==> config.mk <==
export PLATFORM = sky130hd
export DESIGN_NAME = aux_cmd_scheduler
export DESIGN_NICKNAME = d
export VERILOG_FILES = /design/src/rtl/aux_cmd_scheduler.sv
export SDC_FILE = /design/constraint.sdc
export NUM_CORES = 1
export LEC_CHECK = 0
export CORE_MARGIN = 4
export CORE_UTILIZATION = 35
export DETAILED_ROUTE_END_ITERATION = 10
export PLACE_DENSITY = 0.61
export SKIP_LAST_GASP = 1
export SLEW_MARGIN = 40
export SYNTH_ARGS = -nofsm -noshare
export SYNTH_HDL_FRONTEND = slang
export SYNTH_SLANG_ARGS = --single-unit
==> constraint.sdc <==
create_clock -name clk -period 6.3 [get_ports clk]
set_input_delay 1.575 -clock clk [delete_from_list [all_inputs] [get_ports clk]]
set_output_delay 1.575 -clock clk [all_outputs]
set_load 0.03 [all_outputs]
==> src/rtl/aux_cmd_scheduler.sv <==
// aux_cmd_scheduler: time-shares the command RAM read port B between NUM_SLOTS
// auxiliary command slots. Each frame_start runs one fixed-length round that
// fetches one word per slot, advances each slot's index with wrap-to-loop, and
// ends with a one-cycle cmd_valid strobe.
module aux_cmd_scheduler #(
    parameter int unsigned NUM_SLOTS = 3,
    parameter logic [15:0] IDLE_CMD  = 16'h0000
) (
    input  logic                    clk,
    input  logic                    reset,
    input  logic                    frame_start,
    input  logic                    index_reset,
    input  logic [NUM_SLOTS-1:0]    slot_enable,
    input  logic [4*NUM_SLOTS-1:0]  slot_bank,
    input  logic [10*NUM_SLOTS-1:0] slot_end,
    input  logic [10*NUM_SLOTS-1:0] slot_loop,
    output logic [3:0]              RAM_bank_sel_B,
    output logic [9:0]              RAM_addr_B,
    input  logic [15:0]             RAM_data_out_B,
    output logic [16*NUM_SLOTS-1:0] cmd_word,
    output logic                    cmd_valid,
    output logic                    busy,
    output logic                    overrun,
    input  logic                    overrun_clear,
    output logic [10*NUM_SLOTS-1:0] slot_index
);

    localparam int unsigned CntW = $clog2(NUM_SLOTS + 2);

    typedef enum logic {StIdle, StActive} state_t;

    state_t          state;
    logic [CntW-1:0] cnt;

    // Per-slot state: running index, captured word, and the configuration
    // latched at issue time so host writes mid-round cannot tear a capture.
    logic [9:0]  idx      [NUM_SLOTS];
    logic [15:0] cmd      [NUM_SLOTS];
    logic        lat_en   [NUM_SLOTS];
    logic [9:0]  lat_end  [NUM_SLOTS];
    logic [9:0]  lat_loop [NUM_SLOTS];

    // Round FSM: issue/capture schedule, index advance, strobes and overrun flag.
    always_ff @(posedge clk or posedge reset) begin
        if (reset) begin
            state          <= StIdle;
            cnt            <= '0;
            RAM_addr_B     <= '0;
            RAM_bank_sel_B <= '0;
            cmd_valid      <= 1'b0;
            busy           <= 1'b0;
            overrun        <= 1'b0;
            for (int s = 0; s < NUM_SLOTS; s++) begin
                idx[s]      <= '0;
                cmd[s]      <= IDLE_CMD;
                lat_en[s]   <= 1'b0;
                lat_end[s]  <= '0;
                lat_loop[s] <= '0;
            end
        end else begin
            cmd_valid <= 1'b0;

            // A new overrun wins over a simultaneous clear.
            if (frame_start && busy) begin
                overrun <= 1'b1;
            end else if (overrun_clear) begin
                overrun <= 1'b0;
            end

            case (state)
                StIdle: begin
                    if (frame_start) begin
                        RAM_addr_B     <= idx[0];
                        RAM_bank_sel_B <= slot_bank[3:0];
                        lat_en[0]      <= slot_enable[0];
                        lat_end[0]     <= slot_end[9:0];
                        lat_loop[0]    <= slot_loop[9:0];
                        busy           <= 1'b1;
                        cnt            <= '0;
                        state          <= StActive;
                    end
                end
                StActive: begin
                    cnt <= cnt + CntW'(1);
                    for (int s = 0; s < NUM_SLOTS; s++) begin
                        // Issue slot cnt+1; disabled slots still take their cycle.
                        if (int'(cnt) + 1 == s) begin
                            RAM_addr_B     <= idx[s];
                            RAM_bank_sel_B <= slot_bank[4*s +: 4];
                            lat_en[s]      <= slot_enable[s];
                            lat_end[s]     <= slot_end[10*s +: 10];
                            lat_loop[s]    <= slot_loop[10*s +: 10];
                        end
                        // Capture slot cnt-1: its data left the RAM one edge ago.
                        if (int'(cnt) == s + 1) begin
                            if (lat_en[s]) begin
                                cmd[s] <= RAM_data_out_B;
                                idx[s] <= (idx[s] >= lat_end[s]) ? lat_loop[s]
                                                                 : idx[s] + 10'd1;
                            end else begin
                                cmd[s] <= IDLE_CMD;
                            end
                        end
                    end
                    if (cnt == CntW'(NUM_SLOTS)) begin
                        cmd_valid <= 1'b1;
                        busy      <= 1'b0;
                        state     <= StIdle;
                    end
                end
                default: state <= StIdle;
            endcase

            // Placed last so it overrides any advance on the same edge.
            if (index_reset) begin
                for (int s = 0; s < NUM_SLOTS; s++) begin
                    idx[s] <= '0;
                end
            end
        end
    end

    // Flatten per-slot registers onto the packed output buses.
    always_comb begin
        cmd_word   = '0;
        slot_index = '0;
        for (int s = 0; s < NUM_SLOTS; s++) begin
            cmd_word[16*s +: 16]   = cmd[s];
            slot_index[10*s +: 10] = idx[s];
        end
    end

endmodule

==> flow_summary.json, run 1 <==
{
  "p_per_area_nw_per_um2": 529,
  "dp_hpwl_mm": 16.2,
  "die_w_um": 160,
  "hp-start": "cmd_word[40]",
  "setup_tns_ps": 0,
  "die_y_um": 160,
  "route.detailed.drc": 0,
  "yosys_warnings": 0,
  "postRouteAntennaNets": 0,
  "cp-end-kind": "primary output",
  "hp-class": "reg2reg",
  "coreArea_um2": 22600,
  "min_period_over_period": 0.533,
  "wl_mm": 22.6,
  "async_flop_share": 1.00,
  "min_period_ps": 3360,
  "max_cap_violations": 0,
  "critPathTopFamily": "buffers and inverters",
  "crit_fanout": 9,
  "setup_viol": 0,
  "grt_pass1_wl_mm": 36.6,
  "rows": 55,
  "first_pass_iters": 6,
  "synth_edf_count": 0,
  "wl_per_cell_um": 17.4,
  "whs_ps": 469,
  "max-slew-margin-rel": 0.514,
  "yosysSeqAreaShare": 0.503,
  "drtIter0Drc": 433,
  "nNetsFinal": 1139,
  "fin_skew_ps": 11.2,
  "worstSetupStartpoint": "slot_index[13]",
  "grt_pass1_vias": 6535,
  "regArea_um2": 4050,
  "drive_gt1_frac": 0.100,
  "grtUsageTotal": 0.178,
  "critPathArrivalTime_ps": 1780,
  "max_stage_delay_ps": 760,
  "cts_setup_buffers": 0,
  "cts-htree-levels": 4,
  "clockBufferDepth": 2,
  "hold_buffers": 0,
  "status": "completed",
  "critPathBufInv": 1,
  "grt_max_degree": 106,
  "cp_slowest_cell": "clkdlybuf4s50_1",
  "synth.cell_area_um2": 8050,
  "maxSlewViolCount": 0,
  "dieArea_um2": 25500,
  "n_fill_cell": 2142,
  "clockRootBuffer": "clkbuf_16",
  "syn2layout_area_growth_pct": 32.9,
  "pin_count": 191,
  "syn_inst": 836,
  "worst_slew_pin_slew_ps": 728,
  "ys.flop_type": "dfrtp_1",
  "cp.required_ps": 4720,
  "path_clk_slew_ps": 70,
  "cts_tree": "built",
  "cts_buffers": 17,
  "irDropWorstVdd_mv": 0.219,
  "crit_type": "reg2out",
  "routed_via_density": 5.06,
  "n_antenna_cell": 0,
  "ys_seq_elements": 162,
  "grt_overflow": 0,
  "finalHoldViolations": 0,
  "ys_types": 46,
  "vias": 6586,
  "critical_path.cell_chain": "clkdlybuf4s50_1",
  "io_buffers": 190,
  "worstReg2RegStart": "cnt[0]",
  "start_util": 0.356,
  "multi_input_area_um2": 3640,
  "p_total_mw": 5.67,
  "synth_nets": 971,
  "antenna_found_initial": 0,
  "clock_latency_ps": 430,
  "clkSinkCount": 162,
  "syn_area_per_cell_um2": 9.63,
  "place_congestion": 0.831,
  "leakagePower_nw": 4.63,
  "cts_resized": 0,
  "fmax_mhz": 298,
  "cp-start-kind": "register",
  "rsz0062_at_grt": "no"
}
==> final timing paths <==
path	to	slack, ps	cells past startpoint
worst max-delay path	slot_index[13]	2940	1
worst min-delay path	cmd_word[40]	470	2
worst max register to register	slot_index[24]	3030	7
worst min register to register	cmd_word[40]	470	2
max in group asynchronous	cnt[1]	3840	3
min in group asynchronous	lat_end[27]	1620	2
==> metrics by stage <==
| step | instances | setup slack [ps] | cell area [um^2] | utilization |
|---|---|---|---|---|
| 2_1_floorplan | 836 | 348 | 8050 | - |
| 3_3_place_gp | 1270 | 2280 | 10100 | 0.447 |
| 3_5_place_dp | 1270 | 2590 | 10200 | 0.448 |
| 4_1_cts | 1302 | 2920 | 10700 | 0.473 |
| 5_1_grt | 1302 | 2740 | 10700 | 0.473 |
| 6_report | 1302 | 2940 | 10700 | 0.473 |
==> flip-flops by register name, indices dropped and copies added, names as in the netlist <==
name,count
state,1
overrun,1
cnt,3
lat_en,3
cmd_valid,1
lat_end,30
lat_loop,30
RAM_addr_B,10
RAM_bank_sel_B,4
busy,1
slot_index,30
cmd_word,48
==> routing by layer <==
| layer | wire (um) | GRT usage |
|---|---|---|
| met1 | 10500 | 0.244 |
| met4 | 439 | 0.0556 |
| met3 | 1240 | 0.0405 |
| met5 | 0 | 0 |
| met2 | 10500 | 0.282 |
==> cell type report <==
type / count / area share
sequential: 162 / 0.379
tap: 285 / 0.0333
timing repair buffer: 196 / 0.182
clock buffer: 17 / 0.0397
clock inverter: 15 / 0.0115
inverter: 40 / 0.0152
multi-input combinational: 587 / 0.340
==> Yosys cell counts, types with 2 or more instances <==
cell type / number / area [um^2]
nand3b_1: 5 / 37.5
nor2b_1: 9 / 56.3
ha_1: 39 / 488
a22o_1: 4 / 35.0
a22oi_1: 4 / 30.0
o31ai_1: 5 / 37.5
or3_1: 2 / 12.5
a2bb2oi_1: 13 / 114
a21oi_1: 24 / 120
and2_1: 6 / 37.5
o21a_1: 4 / 30.0
a21oi_2: 2 / 17.5
nand4_1: 6 / 37.5
a211o_1: 3 / 26.3
a211oi_1: 3 / 22.5
dfrtp_1: 162 / 4050
mux2i_1: 3 / 30.0
nor3_1: 13 / 65.1
a31oi_1: 26 / 163
o22ai_1: 10 / 62.6
and3_1: 6 / 37.5
nand3_1: 50 / 250
nand2b_1: 3 / 18.8
nor4_1: 4 / 25.0
buf_2: 14 / 70.1
nand2_1: 180 / 676
o21ai_1: 2 / 10.0
nor3b_1: 3 / 22.5
clkbuf_8: 3 / 41.3
nor2_1: 22 / 82.6
or2_2: 3 / 18.8
mux2_1: 5 / 56.3
clkbuf_1: 26 / 97.6
mux2_2: 52 / 586
inv_1: 40 / 150
buf_1: 2 / 7.51
o21ai_0: 69 / 345
==> logic make-up after synthesis <==
logic type               after synthesis  share of synthesized area
flip-flops                           162                      0.503
AND/OR/NAND/NOR                      315                      0.175
multiplexers                          60                     0.0834
AO/OA/AOI/OAI                        173                      0.130
adder cells (fa/ha/maj)               39                     0.0606
buffers and inverters                 87                     0.0478
==> power breakdown <==
part | total, mW | switching, mW | internal [mW] | leakage [nW]
Sequential | 1.96 | 0.435 | 1.52 | 2.05
Clock | 0.979 | 0.463 | 0.516 | 0.274
Combinational | 2.73 | 1.56 | 1.17 | 2.31
Total | 5.67 | 2.46 | 3.20 | 4.63
==> cells in the final DEF, fill, tap and decap left out, types with 10 or more instances in the layout <==
cell             instances
clkdlybuf4s50_1        190
nand2_1                177
dfrtp_1                162
o21ai_0                 69
mux2_2                  52
nand3_1                 50
inv_1                   39
ha_1                    39
a31oi_1                 26
a21oi_1                 24
nor2_1                  21
clkbuf_16               17
a2bb2oi_1               13
nor3_1                  13
o22ai_1                 10
No activity file was read; power rests on OpenSTA's default activity.
==> inputs of run 2 (changes only) <==
clock period = 3.5 ns   (was 6.3 ns; I/O delays follow)
==> flow_summary.json, run 2 (same netlist as run 1, synthesis figures left out) <==
{
  "nNetsFinal": 1146,
  "grt_pass1_vias": 6543,
  "min_period_ps": 2650,
  "grt_overflow": 0,
  "cts_resized": 0,
  "pin_count": 191,
  "die_y_um": 160,
  "instances_no_fill": 1309,
  "final_cell_mix": "clkdlybuf4s50_1, nand2_1, dfrtp_1, o21ai_0, mux2_2",
  "irDropWorstVdd_mv": 0.339,
  "grtUsageTotal": 0.180,
  "postRouteAntennaNets": 0,
  "fmax_mhz": 378,
  "io_buffers": 190,
  "critPathBufInv": 1,
  "cts_buffers": 17,
  "clockRootBuffer": "clkbuf_16",
  "crit_type": "reg2out",
  "fin_skew_ps": 11.9,
  "die_w_um": 160,
  "maxSlewViolCount": 0,
  "cp_slowest_cell": "clkdlybuf4s50_1",
  "hold_buffers": 0,
  "coreArea_um2": 22600,
  "clock_latency_ps": 430,
  "n_fill_cell": 2126,
  "cts_setup_buffers": 0,
  "setup_viol": 0,
  "finalCoreUtilization": 0.477,
  "wl_per_cell_um": 17.5,
  "cp.required_ps": 2620,
  "largest_reg_flops": 48,
  "dp_hpwl_mm": 16.5,
  "grt_pass1_wl_mm": 36.9,
  "wl_mm": 23.0,
  "worst_slew_pin_slew_ps": 720,
  "hp-class": "reg2reg",
  "max_cap_violations": 0,
  "status": "completed",
  "clkSinkCount": 162,
  "leakagePower_nw": 4.67,
  "antenna_found_initial": 2,
  "drive_gt1_frac": 0.103,
  "dieArea_um2": 25500,
  "dp.cells": 1277,
  "final_common_cell": "clkdlybuf4s50_1",
  "route.detailed.drc": 0,
  "max-slew-margin-rel": 0.520,
  "place_congestion": 0.822,
  "max_stage_delay_ps": 780,
  "cp-start-kind": "register",
  "clockBufferDepth": 2,
  "critPathArrivalTime_ps": 1770,
  "routed_via_density": 5.04,
  "syn2layout_area_growth_pct": 34.2,
  "rsz0062_at_grt": "no",
  "first_pass_iters": 4,
  "vias": 6602,
  "crit_fanout": 9,
  "min_period_over_period": 0.756,
  "cts_tree": "built",
  "finalHoldViolations": 0,
  "p_per_area_nw_per_um2": 960,
  "grt_max_degree": 54,
  "drtIter0Drc": 332,
  "start_util": 0.356,
  "cp-end-kind": "primary output",
  "path_clk_slew_ps": 70,
  "rows": 55,
  "critical_path.cell_chain": "clkdlybuf4s50_1",
  "setup_tns_ps": 0,
  "critPathTopFamily": "buffers and inverters",
  "cts-htree-levels": 4
}
[run 2: cell type report]
cell class	instances	area, um^2	share of cell area
inverter	40	154	0.0142
multi-input combinational	587	3620	0.335
clock inverter	14	156	0.0145
timing repair buffer	203	2040	0.189
tap	285	357	0.0330
sequential	162	4050	0.375
clock buffer	17	425	0.0394
antenna	1	2.50	0.000232
[run 2: path summary, 6_finish.rpt]
| check | from | end | slack (ps) | depth (start not counted) |
|---|---|---|---|---|
| max in group asynchronous | reset | lat_loop[11] | 1910 | 3 |
| hold / removal | cmd_word[37] | cmd_word[37] | 470 | 2 |
| min in group asynchronous | reset | cmd_word[46] | 890 | 2 |
| hold reg to reg | cmd_word[37] | cmd_word[37] | 470 | 2 |
| setup reg to reg | cnt[1] | slot_index[9] | 940 | 7 |
| setup / recovery | slot_index[14] | slot_index[14] | 850 | 1 |
[run 2: report_power, final]
group	internal (mW)	leakage, nW	switching (mW)
Combinational	2.15	2.34	2.83
Sequential	2.74	2.05	0.776
Clock	1.06	0.278	0.818
Total	5.94	4.67	4.43
[run 2: metrics by stage]
stage | hold WS, ps | worst slack (ps) | total power, mW | area (um^2)
3_3_place_gp | 451 | 808 | 8.44 | 10200
6_report | 469 | 853 | 10.4 | 10800
2_1_floorplan | 457 | 568 | 6.72 | 8060
3_5_place_dp | 455 | 789 | 8.58 | 10200
4_1_cts | 471 | 839 | 10.5 | 10800
5_1_grt | 503 | 689 | 11.1 | 10800
[run 2: worst min-delay path, cell delays in order, from the launching register on]
cell and delay, ps:
dfrtp_1 340, nand2_1 50, nand2_1 50
[run 2: metal layers]
layer	wire length, um	track usage
met1	10500	0.244
met2	10600	0.285
met3	1440	0.0452
met4	433	0.0596
met5	10	0
